`config.mk`:
```
export PLATFORM = sky130hd
export DESIGN_NAME = gemm_issue_sequencer_flat
export DESIGN_NICKNAME = d
export VERILOG_FILES = /design/src/rtl/gemm_issue_sequencer_pkg.sv /design/src/rtl/gemm_issue_sequencer_if.sv /design/src/rtl/gemm_issue_sequencer.sv /design/src/flat_wrapper.sv
export SDC_FILE = /design/constraint.sdc
export NUM_CORES = 1
export LEC_CHECK = 0
export BUFFER_PORTS_ARGS = -buffer_cell sky130_fd_sc_hd__buf_2
export CAP_MARGIN = 20
export CORE_MARGIN = 3
export CORE_UTILIZATION = 30
export DETAILED_ROUTE_END_ITERATION = 7
export HOLD_SLACK_MARGIN = 0.12
export MAX_ROUTING_LAYER = met4
export PLACE_DENSITY_LB_ADDON = 0.2
export SLEW_MARGIN = 5
export SYNTH_ARGS = -nofsm -noshare
export SYNTH_HDL_FRONTEND = slang
export SYNTH_SLANG_ARGS = --single-unit
```
`constraint.sdc`:
```
create_clock -name CLK -period 3.3 [get_ports CLK]
set_input_delay 0.495 -clock CLK [delete_from_list [all_inputs] [get_ports CLK]]
set_output_delay 0.495 -clock CLK [all_outputs]
set_load 0.1 [all_outputs]
```
`src/rtl/gemm_issue_sequencer_pkg.sv`:
```
// Shared types and sizes for the GEMM issue sequencer: request kinds,
// FSM states and default matrix/row widths.
package gemm_issue_sequencer_pkg;

  localparam int GEMM_MAT_S_W = 4;
  localparam int GEMM_ROW_S_W = 2;
  localparam int GEMM_ROWS    = 4;

  typedef enum logic [1:0] {
    REQ_INPUT   = 2'b00,
    REQ_PARTIAL = 2'b01,
    REQ_WEIGHT  = 2'b10
  } gemm_req_t;

  typedef enum logic [2:0] {
    S_IDLE       = 3'd0,
    S_WAIT_DRAIN = 3'd1,
    S_ISSUE_W    = 3'd2,
    S_ISSUE_IP   = 3'd3,
    S_DONE       = 3'd4
  } gemm_seq_state_t;

endpackage

```
`src/rtl/gemm_issue_sequencer_if.sv`:
```
// Instruction-in / row-request-out bundle of the GEMM issue sequencer.
// master = the sequencer, slave = scheduler plus scratchpad side.
interface gemm_issue_sequencer_if
  import gemm_issue_sequencer_pkg::*;
#(
  parameter int MAT_S_W = GEMM_MAT_S_W,
  parameter int ROW_S_W = GEMM_ROW_S_W
);
  // Both channels: a transfer happens on a cycle where valid & ready are high;
  // while valid & !ready the payload is held and valid does not drop.
  logic               instr_valid;
  logic               instr_ready;
  logic [MAT_S_W-1:0] instr_weight_mat;
  logic [MAT_S_W-1:0] instr_input_mat;
  logic [MAT_S_W-1:0] instr_partial_mat;
  logic               instr_has_partial;
  logic               instr_force_weight;

  logic               req_valid;
  logic               req_ready;
  gemm_req_t          req_type;
  logic [MAT_S_W-1:0] req_mat;
  logic [ROW_S_W-1:0] req_row;

  modport master (
    input  instr_valid, instr_weight_mat, instr_input_mat, instr_partial_mat,
           instr_has_partial, instr_force_weight, req_ready,
    output instr_ready, req_valid, req_type, req_mat, req_row
  );

  modport slave (
    output instr_valid, instr_weight_mat, instr_input_mat, instr_partial_mat,
           instr_has_partial, instr_force_weight, req_ready,
    input  instr_ready, req_valid, req_type, req_mat, req_row
  );
endinterface

```
`src/rtl/gemm_issue_sequencer.sv`:
```
// Takes one GEMM tile instruction, issues weight rows (only when the weight
// tile changes, after the array drains) and then input/partial row requests.
module gemm_issue_sequencer
  import gemm_issue_sequencer_pkg::*;
#(
  parameter int ROWS    = GEMM_ROWS,
  parameter int MAT_S_W = GEMM_MAT_S_W,
  parameter int ROW_S_W = GEMM_ROW_S_W
) (
  input  logic                   CLK,
  input  logic                   RST,
  gemm_issue_sequencer_if.master bus,
  input  logic                   drained,
  output logic                   new_weight,
  output logic                   busy,
  output logic                   done,
  output gemm_seq_state_t        dbg_state
);

  gemm_seq_state_t    r_state, w_next;
  logic [ROW_S_W-1:0] r_row_cnt;
  logic               r_phase;
  logic               r_weight_loaded;
  logic [MAT_S_W-1:0] r_loaded_mat;
  logic [MAT_S_W-1:0] r_w_mat, r_i_mat, r_p_mat;
  logic               r_has_partial;
  logic               r_new_weight;

  logic w_issuing, w_accept, w_last_row, w_ip_last, w_reload, w_take_instr;

  assign w_issuing    = (r_state == S_ISSUE_W) || (r_state == S_ISSUE_IP);
  assign w_accept     = w_issuing & bus.req_ready;
  assign w_last_row   = (r_row_cnt == ROW_S_W'(ROWS - 1));
  // Without partials every accept is the last of its row.
  assign w_ip_last    = w_last_row & (r_has_partial ? r_phase : 1'b1);
  assign w_take_instr = (r_state == S_IDLE) & bus.instr_valid;
  assign w_reload     = !r_weight_loaded | bus.instr_force_weight
                      | (bus.instr_weight_mat != r_loaded_mat);

  assign new_weight = r_new_weight;
  assign dbg_state  = r_state;

  always_comb begin
    w_next          = r_state;
    bus.instr_ready = 1'b0;
    bus.req_valid   = 1'b0;
    bus.req_type    = REQ_INPUT;
    bus.req_mat     = r_i_mat;
    bus.req_row     = r_row_cnt;
    busy            = 1'b1;
    done            = 1'b0;
    case (r_state)
      S_IDLE: begin
        bus.instr_ready = 1'b1;
        busy            = 1'b0;
        if (bus.instr_valid) w_next = w_reload ? S_WAIT_DRAIN : S_ISSUE_IP;
      end
      S_WAIT_DRAIN: begin
        if (drained) w_next = S_ISSUE_W;
      end
      S_ISSUE_W: begin
        bus.req_valid = 1'b1;
        bus.req_type  = REQ_WEIGHT;
        bus.req_mat   = r_w_mat;
        if (w_accept && w_last_row) w_next = S_ISSUE_IP;
      end
      S_ISSUE_IP: begin
        bus.req_valid = 1'b1;
        if (r_phase) begin
          bus.req_type = REQ_PARTIAL;
          bus.req_mat  = r_p_mat;
        end
        if (w_accept && w_ip_last) w_next = S_DONE;
      end
      S_DONE: begin
        done   = 1'b1;
        w_next = S_IDLE;
      end
      default: w_next = S_IDLE;
    endcase
  end

  always_ff @(posedge CLK) begin
    if (RST) begin
      r_state         <= S_IDLE;
      r_row_cnt       <= '0;
      r_phase         <= 1'b0;
      r_weight_loaded <= 1'b0;
      r_loaded_mat    <= '0;
      r_w_mat         <= '0;
      r_i_mat         <= '0;
      r_p_mat         <= '0;
      r_has_partial   <= 1'b0;
      r_new_weight    <= 1'b0;
    end else begin
      r_state      <= w_next;
      // High exactly during the first ISSUE_W cycle.
      r_new_weight <= (r_state == S_WAIT_DRAIN) && drained;
      if (w_take_instr) begin
        r_w_mat       <= bus.instr_weight_mat;
        r_i_mat       <= bus.instr_input_mat;
        r_p_mat       <= bus.instr_partial_mat;
        r_has_partial <= bus.instr_has_partial;
        r_row_cnt     <= '0;
        r_phase       <= 1'b0;
      end
      if ((r_state == S_WAIT_DRAIN) && drained) r_row_cnt <= '0;
      if ((r_state == S_ISSUE_W) && w_accept) begin
        r_row_cnt <= r_row_cnt + 1'b1;
        if (w_last_row) begin
          r_row_cnt       <= '0;
          r_phase         <= 1'b0;
          r_loaded_mat    <= r_w_mat;
          r_weight_loaded <= 1'b1;
        end
      end
      if ((r_state == S_ISSUE_IP) && w_accept) begin
        if (r_has_partial) begin
          r_phase <= ~r_phase;
          if (r_phase) r_row_cnt <= r_row_cnt + 1'b1;
        end else begin
          r_row_cnt <= r_row_cnt + 1'b1;
        end
      end
    end
  end

endmodule

```
`src/flat_wrapper.sv`:
```
// flat-port wrapper written by rule: the top's interface ports become plain ports
module gemm_issue_sequencer_flat import gemm_issue_sequencer_pkg::*;
#(
  parameter int ROWS    = GEMM_ROWS,
  parameter int MAT_S_W = GEMM_MAT_S_W,
  parameter int ROW_S_W = GEMM_ROW_S_W
)
  (CLK, RST, drained, new_weight, busy, done, dbg_state, bus_instr_valid, bus_instr_weight_mat, bus_instr_input_mat, bus_instr_partial_mat, bus_instr_has_partial, bus_instr_force_weight, bus_req_ready, bus_instr_ready, bus_req_valid, bus_req_type, bus_req_mat, bus_req_row);
  gemm_issue_sequencer_if #(.MAT_S_W(MAT_S_W), .ROW_S_W(ROW_S_W)) bus_i ();
  input  logic CLK;
  input  logic RST;
  input  logic drained;
  output logic new_weight;
  output logic busy;
  output logic done;
  output gemm_seq_state_t dbg_state;
  input wire logic [$bits(bus_i.instr_valid)-1:0] bus_instr_valid;
  input wire logic [$bits(bus_i.instr_weight_mat)-1:0] bus_instr_weight_mat;
  input wire logic [$bits(bus_i.instr_input_mat)-1:0] bus_instr_input_mat;
  input wire logic [$bits(bus_i.instr_partial_mat)-1:0] bus_instr_partial_mat;
  input wire logic [$bits(bus_i.instr_has_partial)-1:0] bus_instr_has_partial;
  input wire logic [$bits(bus_i.instr_force_weight)-1:0] bus_instr_force_weight;
  input wire logic [$bits(bus_i.req_ready)-1:0] bus_req_ready;
  output wire logic [$bits(bus_i.instr_ready)-1:0] bus_instr_ready;
  output wire logic [$bits(bus_i.req_valid)-1:0] bus_req_valid;
  output wire logic [$bits(bus_i.req_type)-1:0] bus_req_type;
  output wire logic [$bits(bus_i.req_mat)-1:0] bus_req_mat;
  output wire logic [$bits(bus_i.req_row)-1:0] bus_req_row;
  assign bus_i.instr_valid = bus_instr_valid;
  assign bus_i.instr_weight_mat = bus_instr_weight_mat;
  assign bus_i.instr_input_mat = bus_instr_input_mat;
  assign bus_i.instr_partial_mat = bus_instr_partial_mat;
  assign bus_i.instr_has_partial = bus_instr_has_partial;
  assign bus_i.instr_force_weight = bus_instr_force_weight;
  assign bus_i.req_ready = bus_req_ready;
  assign bus_instr_ready = bus_i.instr_ready;
  assign bus_req_valid = bus_i.req_valid;
  assign bus_req_type = bus_i.req_type;
  assign bus_req_mat = bus_i.req_mat;
  assign bus_req_row = bus_i.req_row;
  gemm_issue_sequencer #(.ROWS(ROWS), .MAT_S_W(MAT_S_W), .ROW_S_W(ROW_S_W)) u_core (.CLK(CLK), .RST(RST), .bus(bus_i), .drained(drained), .new_weight(new_weight), .busy(busy), .done(done), .dbg_state(dbg_state));
endmodule
```
==> qor.log, run 1 <==
[yosys] leading cell types by count after synthesis nand2_1, dfxtp_1, a21oi_1
[sta] final critical-path required period 2802 ps
[setup_path] biggest fanout along the worst timing path 16
[finish] Post-layout nets 202
[pwr] pwr dens 481.8 nW/um^2
[cts] number of buffers added for setup after CTS 0
[setup_path] endpoint arrival time on the critical path 2310 ps
[yosys] predominant post-synthesis flop cell dfxtp_1
[route] Vias/cell 5.048
[sta] number of max-slew violations in the final report 0
[route] post-detailed-route DRC marker count 0
[pwr] total design power 0.0007221 W
[yosys] synthesized netlist cell count 156
[finish] Filler Cells Inserted 437
[setup_path] endpoint of the most critical setup path bus_req_mat[0]
[global_routing] All-Layer GR Usage 13.13%
[sta] fmax 0.3569 GHz
[die] area of the core 4058 sq um
[sta] worst slew margin relative to its limit 51.33%
[status] result of the run finished, final reports clean
[sta] largest clock skew in the final design 3.423 ps
[global_routing] number of global-route vias before repair 1113
[die] die extent in y 71.23 microns
[yosys] syn nets 176
[die] top-level port count 35
[sta] unrepaired setup endpoints after global routing no
[die] placement row count 23
[yosys] count of flip-flops with a built-in enable after synthesis 0
[global_routing] largest net degree at the start of global routing 28
[finish] Inserted Diodes 0
[finish] Multi-input gate area 684.4 sq um
[setup_path] Register-to-Register Path Depth 4
[setup_path] Worst Path Class, Setup reg -> out
[route] average wire length per cell after detail routing 13.63 microns
[cts] root buf cell clkbuf_8
[cts] post-CTS clock slew at the launch and capture registers of the worst setup and hold paths 90 ps
[setup_path] R2R Path End u_core.r_loaded_mat[3]$_SDFFE_PP0P_
[cts] CTS resizes 0
[die] initial core utilization 31.45%
[yosys] largest cells by area after synthesis dfxtp_1, nand2_1, a21oi_1, a22o_1, xnor2_1
[die] Die ar. 5073 sq um
[cts] number of buffers inserted for hold repair after clock tree synthesis 0
[placed_design] Port Buffer Count 34
[sta] Final Hold Fails 0
[yosys] fraction of synthesis flops using an asynchronous set or reset pin 0%
[run] reported max-cap violation count 0
[setup_path] worst reg2reg setup slack 1600 ps
[sta] Final period util 84.90%
[cts] insertion delay to the later sink of the worst-skew pair 270 ps
[sta] final total negative setup slack 0 ps
[placed_design] placed wire-length estimate 2.252 mm
[min_path] Worst Hold Class in -> reg
[yosys] part of the Yosys area used for sequential elements 39.22%
[setup_path] startpoint of the worst setup timing path u_core.dbg_state[1]$_SDFFE_PP0P_
[yosys] Avg Inst Size Synth 8.181 sq um
[pwr] VDD IR max 170.3 uV
[cts] CTS H-tree depth 1
[cts] total clock buffers created by CTS 3
[sta] worst-margin pin slew 726.9 ps
[global_routing] antenna violations before repair 0
[yosys] number of distinct library cells after synthesis 41
[route] iteration count of the initial detailed-routing pass 4
[setup_path] Setup crit end kind primary output
[finish] final core utilization 36.94%
[route] total via count in the routed design 1166
[finish] share of post-route cells with drive strength above 1 27.62%
[setup_path] launch instance of the worst register-to-register path u_core.dbg_state[1]$_SDFFE_PP0P_
[global_routing] first-pass GRT wire length 5.140 mm
[yosys] Synth Register Bits 25
[yosys] proportion of netlist area held by the largest area contributor 39.22%
[cts] total number of clock tree sinks 25
[setup_path] sort of element at the start of the critical path register
[finish] FF+latch area 503.0 sq um
[min_path] critical hold path startpoint bus_instr_partial_mat[3]
[route] post-detailed-routing wire length 3.148 mm
[global_routing] Overflow after GRT 0
[finish] growth of design area from synthesis to finish 17.45%
[route] remaining number of nets flagged by the antenna check after routing 0
[yosys] dominant cell by count in the synthesized netlist nand2_1
[setup_path] required time of the critical path 2800 ps
[route] Initial DRC Count 75
[yosys] cell type contributing the most total cell area after synthesis dfxtp_1
[pwr] leakage power summed over all cells 0.6416 nW
[sta] final setup violation count 0
[cts] maximum number of buffers from clock root to sink 2
[die] Die X-Extent 71.23 microns
[placed_design] GPL Wtd Cong 0.7561
[yosys] Synth Cell Area 1276 sq um
[yosys] Yosys warnings 0
[cts] TritonCTS clock tree yes
flip-flops by register name (all words and copies together) (netlist names):
register	count
u_core.bus.req_row	2
u_core.dbg_state	3
u_core.new_weight	1
u_core.r_has_partial	1
u_core.r_i_mat	4
u_core.r_loaded_mat	4
u_core.r_p_mat	4
u_core.r_phase	1
u_core.r_w_mat	4
u_core.r_weight_loaded	1
area by class of cell:
| cell class | count | area share (%) |
|---|---|---|
| multi-input cells | 110 | 45.66 |
| flip-flops and latches | 25 | 33.56 |
| repair buffers | 34 | 11.35 |
| well taps | 50 | 4.174 |
| clock buffers | 3 | 2.755 |
| inverters | 8 | 2.003 |
| clock inverters | 1 | 0.5008 |
cells by family after synthesis:
group | after synthesis | share of synthesized area (%)
AOI/OAI and AO/OA | 44 | 22.35
xor gates and xnor gates | 4 | 2.745
adders and majority gates | 1 | 0.9802
buffers and inverters | 21 | 7.941
DFF | 25 | 39.22
muxes | 1 | 0.8823
and+or+nand+nor | 60 | 25.88
through the flow:
step	cell area [sq um]	hold WS [ps]	setup slack, ps	std cells
floorplan	1290	429.0	-300.2	156
global placement	1450	446.0	877.0	227
detailed placement	1450	450.5	834.1	227
CTS	1499	448.1	522.8	231
global route	1499	442.9	384.7	231
finish	1499	452.0	498.1	231
cells in the final DEF, fill, tap and decap left out, types with 2 or more instances in the layout:
cell,Yosys,routed
buf_2,6,34
nand2_1,30,30
dfxtp_1,25,23
a21oi_1,17,17
inv_1,7,7
o21ai_0,6,6
a22o_1,4,4
a21o_1,4,4
nor2_1,4,4
nand3_1,4,4
xnor2_1,4,4
nand4_1,4,4
nor2b_1,3,3
o211ai_1,3,3
clkbuf_8,0,3
o32ai_1,2,2
and3b_1,2,2
o22ai_1,2,2
dfxtp_2,0,2
metal layers:
metal  GRT usage (%)  up-vias  wire length [microns]
li1                -      597                      -
met1           17.75      545                   1517
met2           19.80       20                   1496
met3           2.384        4                    102
met4           4.384        0                     32
met5               -        -                      0
critical path: stages (launching register included):
cell,delay (ps)
dfxtp_1,720
or3b_4,480
inv_2,170
a22o_1,150
a21o_1,80
buf_2,420
power breakdown:
part           switching (W)  internal [W]  total (W)
Clock               0.000102     0.0000856   0.000187
Combinational       0.000149     0.0000470   0.000196
Sequential         0.0000216      0.000317   0.000339
Total               0.000273      0.000450   0.000722
how the worst min path moves through the flow:
stage | endpoint | slack (ps) | depth (start not counted)
after global placement | u_core.r_p_mat[1]$_SDFFE_PP0P_ | 450 | 2
after detailed placement | u_core.r_p_mat[1]$_SDFFE_PP0P_ | 450 | 2
after floorplan | u_core.r_weight_loaded$_SDFFE_PP0P_ | 430 | 2
after CTS | u_core.r_p_mat[3]$_SDFFE_PP0P_ | 450 | 3
final | u_core.r_p_mat[3]$_SDFFE_PP0P_ | 450 | 3
after global routing | u_core.r_p_mat[3]$_SDFFE_PP0P_ | 440 | 3
No activity file was read; power rests on OpenSTA's default activity.
==> run 2, diff against run 1 <==
==> constraint.sdc (replaced) <==
create_clock -name CLK -period 2.55 [get_ports CLK]
set_input_delay 0.3825 -clock CLK [delete_from_list [all_inputs] [get_ports CLK]]
set_output_delay 0.3825 -clock CLK [all_outputs]
set_load 0.1 [all_outputs]
==> run 2 against run 1 <==
  * Register-to-register slack worse by 660 ps
  * Count of clock-buffer cells in the layout rose by 1
  * Largest power group unchanged
  * Wire length decreased by 0.92%
  * Design area is 1.8% higher
  * Total power increased by 29%
  * Clock skew is 2.6 ps lower
  * Combinational power is 42% higher
  * Final cell count is 0.87% higher
  * Sequential share of layout area fell by 0.50 points
==> qor.log, run 2 (synthesized netlist as in run 1, its figures left out) <==
[cts] root buf cell clkbuf_8
[cts] total clock buffers created by CTS 3
[route] average wire length per cell after detail routing 13.39 microns
[die] initial core utilization 31.45%
[min_path] number of cells traversed by the worst hold path 3
[min_path] hold worst-path end u_core.r_i_mat[3]$_SDFFE_PP0P_
[route] post-detailed-routing wire length 3.119 mm
[cts] number of buffers added for setup after CTS 0
[route] iteration count of the initial detailed-routing pass 4
[pwr] total design power 0.0009320 W
[global_routing] number of global-route vias before repair 1167
[cts] TritonCTS clock tree yes
[sta] Final Hold Fails 0
[global_routing] All-Layer GR Usage 12.66%
[setup_path] endpoint arrival time on the critical path 1950 ps
[cts] maximum number of buffers from clock root to sink 2
[sta] Final period util 91.51%
[die] area of the core 4058 sq um
[sta] unrepaired setup endpoints after global routing no
[die] die extent in y 71.23 microns
[cts] total number of clock tree sinks 25
[route] Initial DRC Count 71
[setup_path] Register-to-Register Path Depth 4
[sta] worst slew margin relative to its limit 46.84%
[sta] largest clock skew in the final design 0.8722 ps
[cts] CTS H-tree depth 1
[cts] CTS resizes 0
[setup_path] worst reg2reg setup slack 940 ps
[placed_design] Port Buffer Count 34
[setup_path] required time of the critical path 2170 ps
[placed_design] GPL Wtd Cong 0.8024
[cts] number of buffers inserted for hold repair after clock tree synthesis 0
[finish] Inserted Diodes 0
[setup_path] launch instance of the worst register-to-register path u_core.dbg_state[0]$_SDFFE_PP0P_
[global_routing] antenna violations before repair 0
[global_routing] largest net degree at the start of global routing 28
[route] Vias/cell 5.150
[min_path] Worst Hold Class in -> reg
[route] remaining number of nets flagged by the antenna check after routing 0
[sta] worst-margin pin slew 794.1 ps
[die] top-level port count 35
[finish] final core utilization 37.59%
[finish] growth of design area from synthesis to finish 19.51%
[min_path] critical hold path startpoint bus_instr_input_mat[3]
[global_routing] first-pass GRT wire length 5.140 mm
[finish] Post-layout nets 204
[placed_design] placed wire-length estimate 2.251 mm
[die] Die X-Extent 71.23 microns
[status] result of the run finished, final reports clean
[cts] post-CTS clock slew at the launch and capture registers of the worst setup and hold paths 80 ps
[setup_path] Worst Path Class, Setup reg -> out
[global_routing] Overflow after GRT 0
[route] total via count in the routed design 1200
[pwr] VDD IR max 182.2 uV
[sta] number of max-slew violations in the final report 0
[run] reported max-cap violation count 0
[route] post-detailed-route DRC marker count 0
[cts] insertion delay to the later sink of the worst-skew pair 260 ps
[finish] share of post-route cells with drive strength above 1 31.15%
[setup_path] biggest fanout along the worst timing path 13
[sta] final critical-path required period 2333 ps
[pwr] pwr dens 611.1 nW/um^2
[finish] most frequent cells in the layout buf_2, nand2_1, dfxtp_1, a21oi_1, inv_1
[sta] fmax 0.4286 GHz
[setup_path] Setup crit end kind primary output
[finish] commonest non-fill, non-tap cell in the layout buf_2
[pwr] leakage power summed over all cells 0.6466 nW
[die] Die ar. 5073 sq um
[setup_path] R2R Path End u_core.r_p_mat[2]$_SDFFE_PP0P_
[sta] final setup violation count 0
[setup_path] sort of element at the start of the critical path register
[die] placement row count 23
==> run 2: cell types whose count changed in the layout (fill, tap and decap cells not counted), sizes merged <==
cell | before | now
buf | 34 | 36
clkbuf | 3 | 4
clkinvlp | 1 | 0
==> run 2: metrics by stage <==
stage          hold WS, ps  worst slack [ps]  setup TNS [ps]  cells  instance area (sq um)
3_3_place_gp         444.0             536.2               0    229                   1480
2_1_floorplan        429.0            -184.1          -880.5    156                   1305
6_report             349.5             216.6               0    233                   1525
5_1_grt              349.8             111.5               0    233                   1525
3_5_place_dp         450.2             508.1               0    229                   1480
4_1_cts              346.8             205.5               0    233                   1525
==> run 2: worst max path at each step <==
stage / start / slack (ps) / depth (start not counted) / to
after global placement: u_core.dbg_state[2]$_SDFFE_PP0P_ / 540 / 5 / bus_req_mat[0]
after floorplan: u_core.dbg_state[0]$_SDFFE_PP0P_ / -180 / 4 / busy
after detailed placement: u_core.dbg_state[2]$_SDFFE_PP0P_ / 510 / 5 / bus_req_mat[2]
after global routing: u_core.dbg_state[2]$_SDFFE_PP0P_ / 110 / 5 / bus_req_mat[2]
final: u_core.dbg_state[2]$_SDFFE_PP0P_ / 220 / 5 / bus_req_mat[0]
after CTS: u_core.dbg_state[2]$_SDFFE_PP0P_ / 210 / 5 / bus_req_mat[2]
==> run 2: cell type report <==
| class | instances | area, sq um |
|---|---|---|
| clock buffer | 4 | 45.04 |
| sequential | 25 | 504.2 |
| timing repair buffer | 36 | 185.2 |
| tap | 50 | 62.56 |
| inverter | 8 | 30.03 |
| multi-input combinational | 110 | 698.2 |
| fill | 402 | 2532 |
==> run 2: layer usage <==
metal | GRT usage, % | up-vias | wire (microns)
met5 | - | - | 0
met4 | 3.340 | 0 | 15
met3 | 1.964 | 2 | 122
met2 | 21.73 | 22 | 1584
met1 | 15.44 | 573 | 1396
li1 | - | 603 | -
==> run 2: critical path, stage by stage (launching register included) <==
cell,delay [ps]
dfxtp_2,410
or3b_4,450
inv_2,180
a22o_1,150
a21o_2,80
buf_2,410
==> run 2: where the power goes <==
group / switching (W) / internal [W] / leakage, nW
Sequential: 0.0000130 / 0.000410 / 0.205
Combinational: 0.000211 / 0.0000670 / 0.419
Clock: 0.000119 / 0.000111 / 0.0228
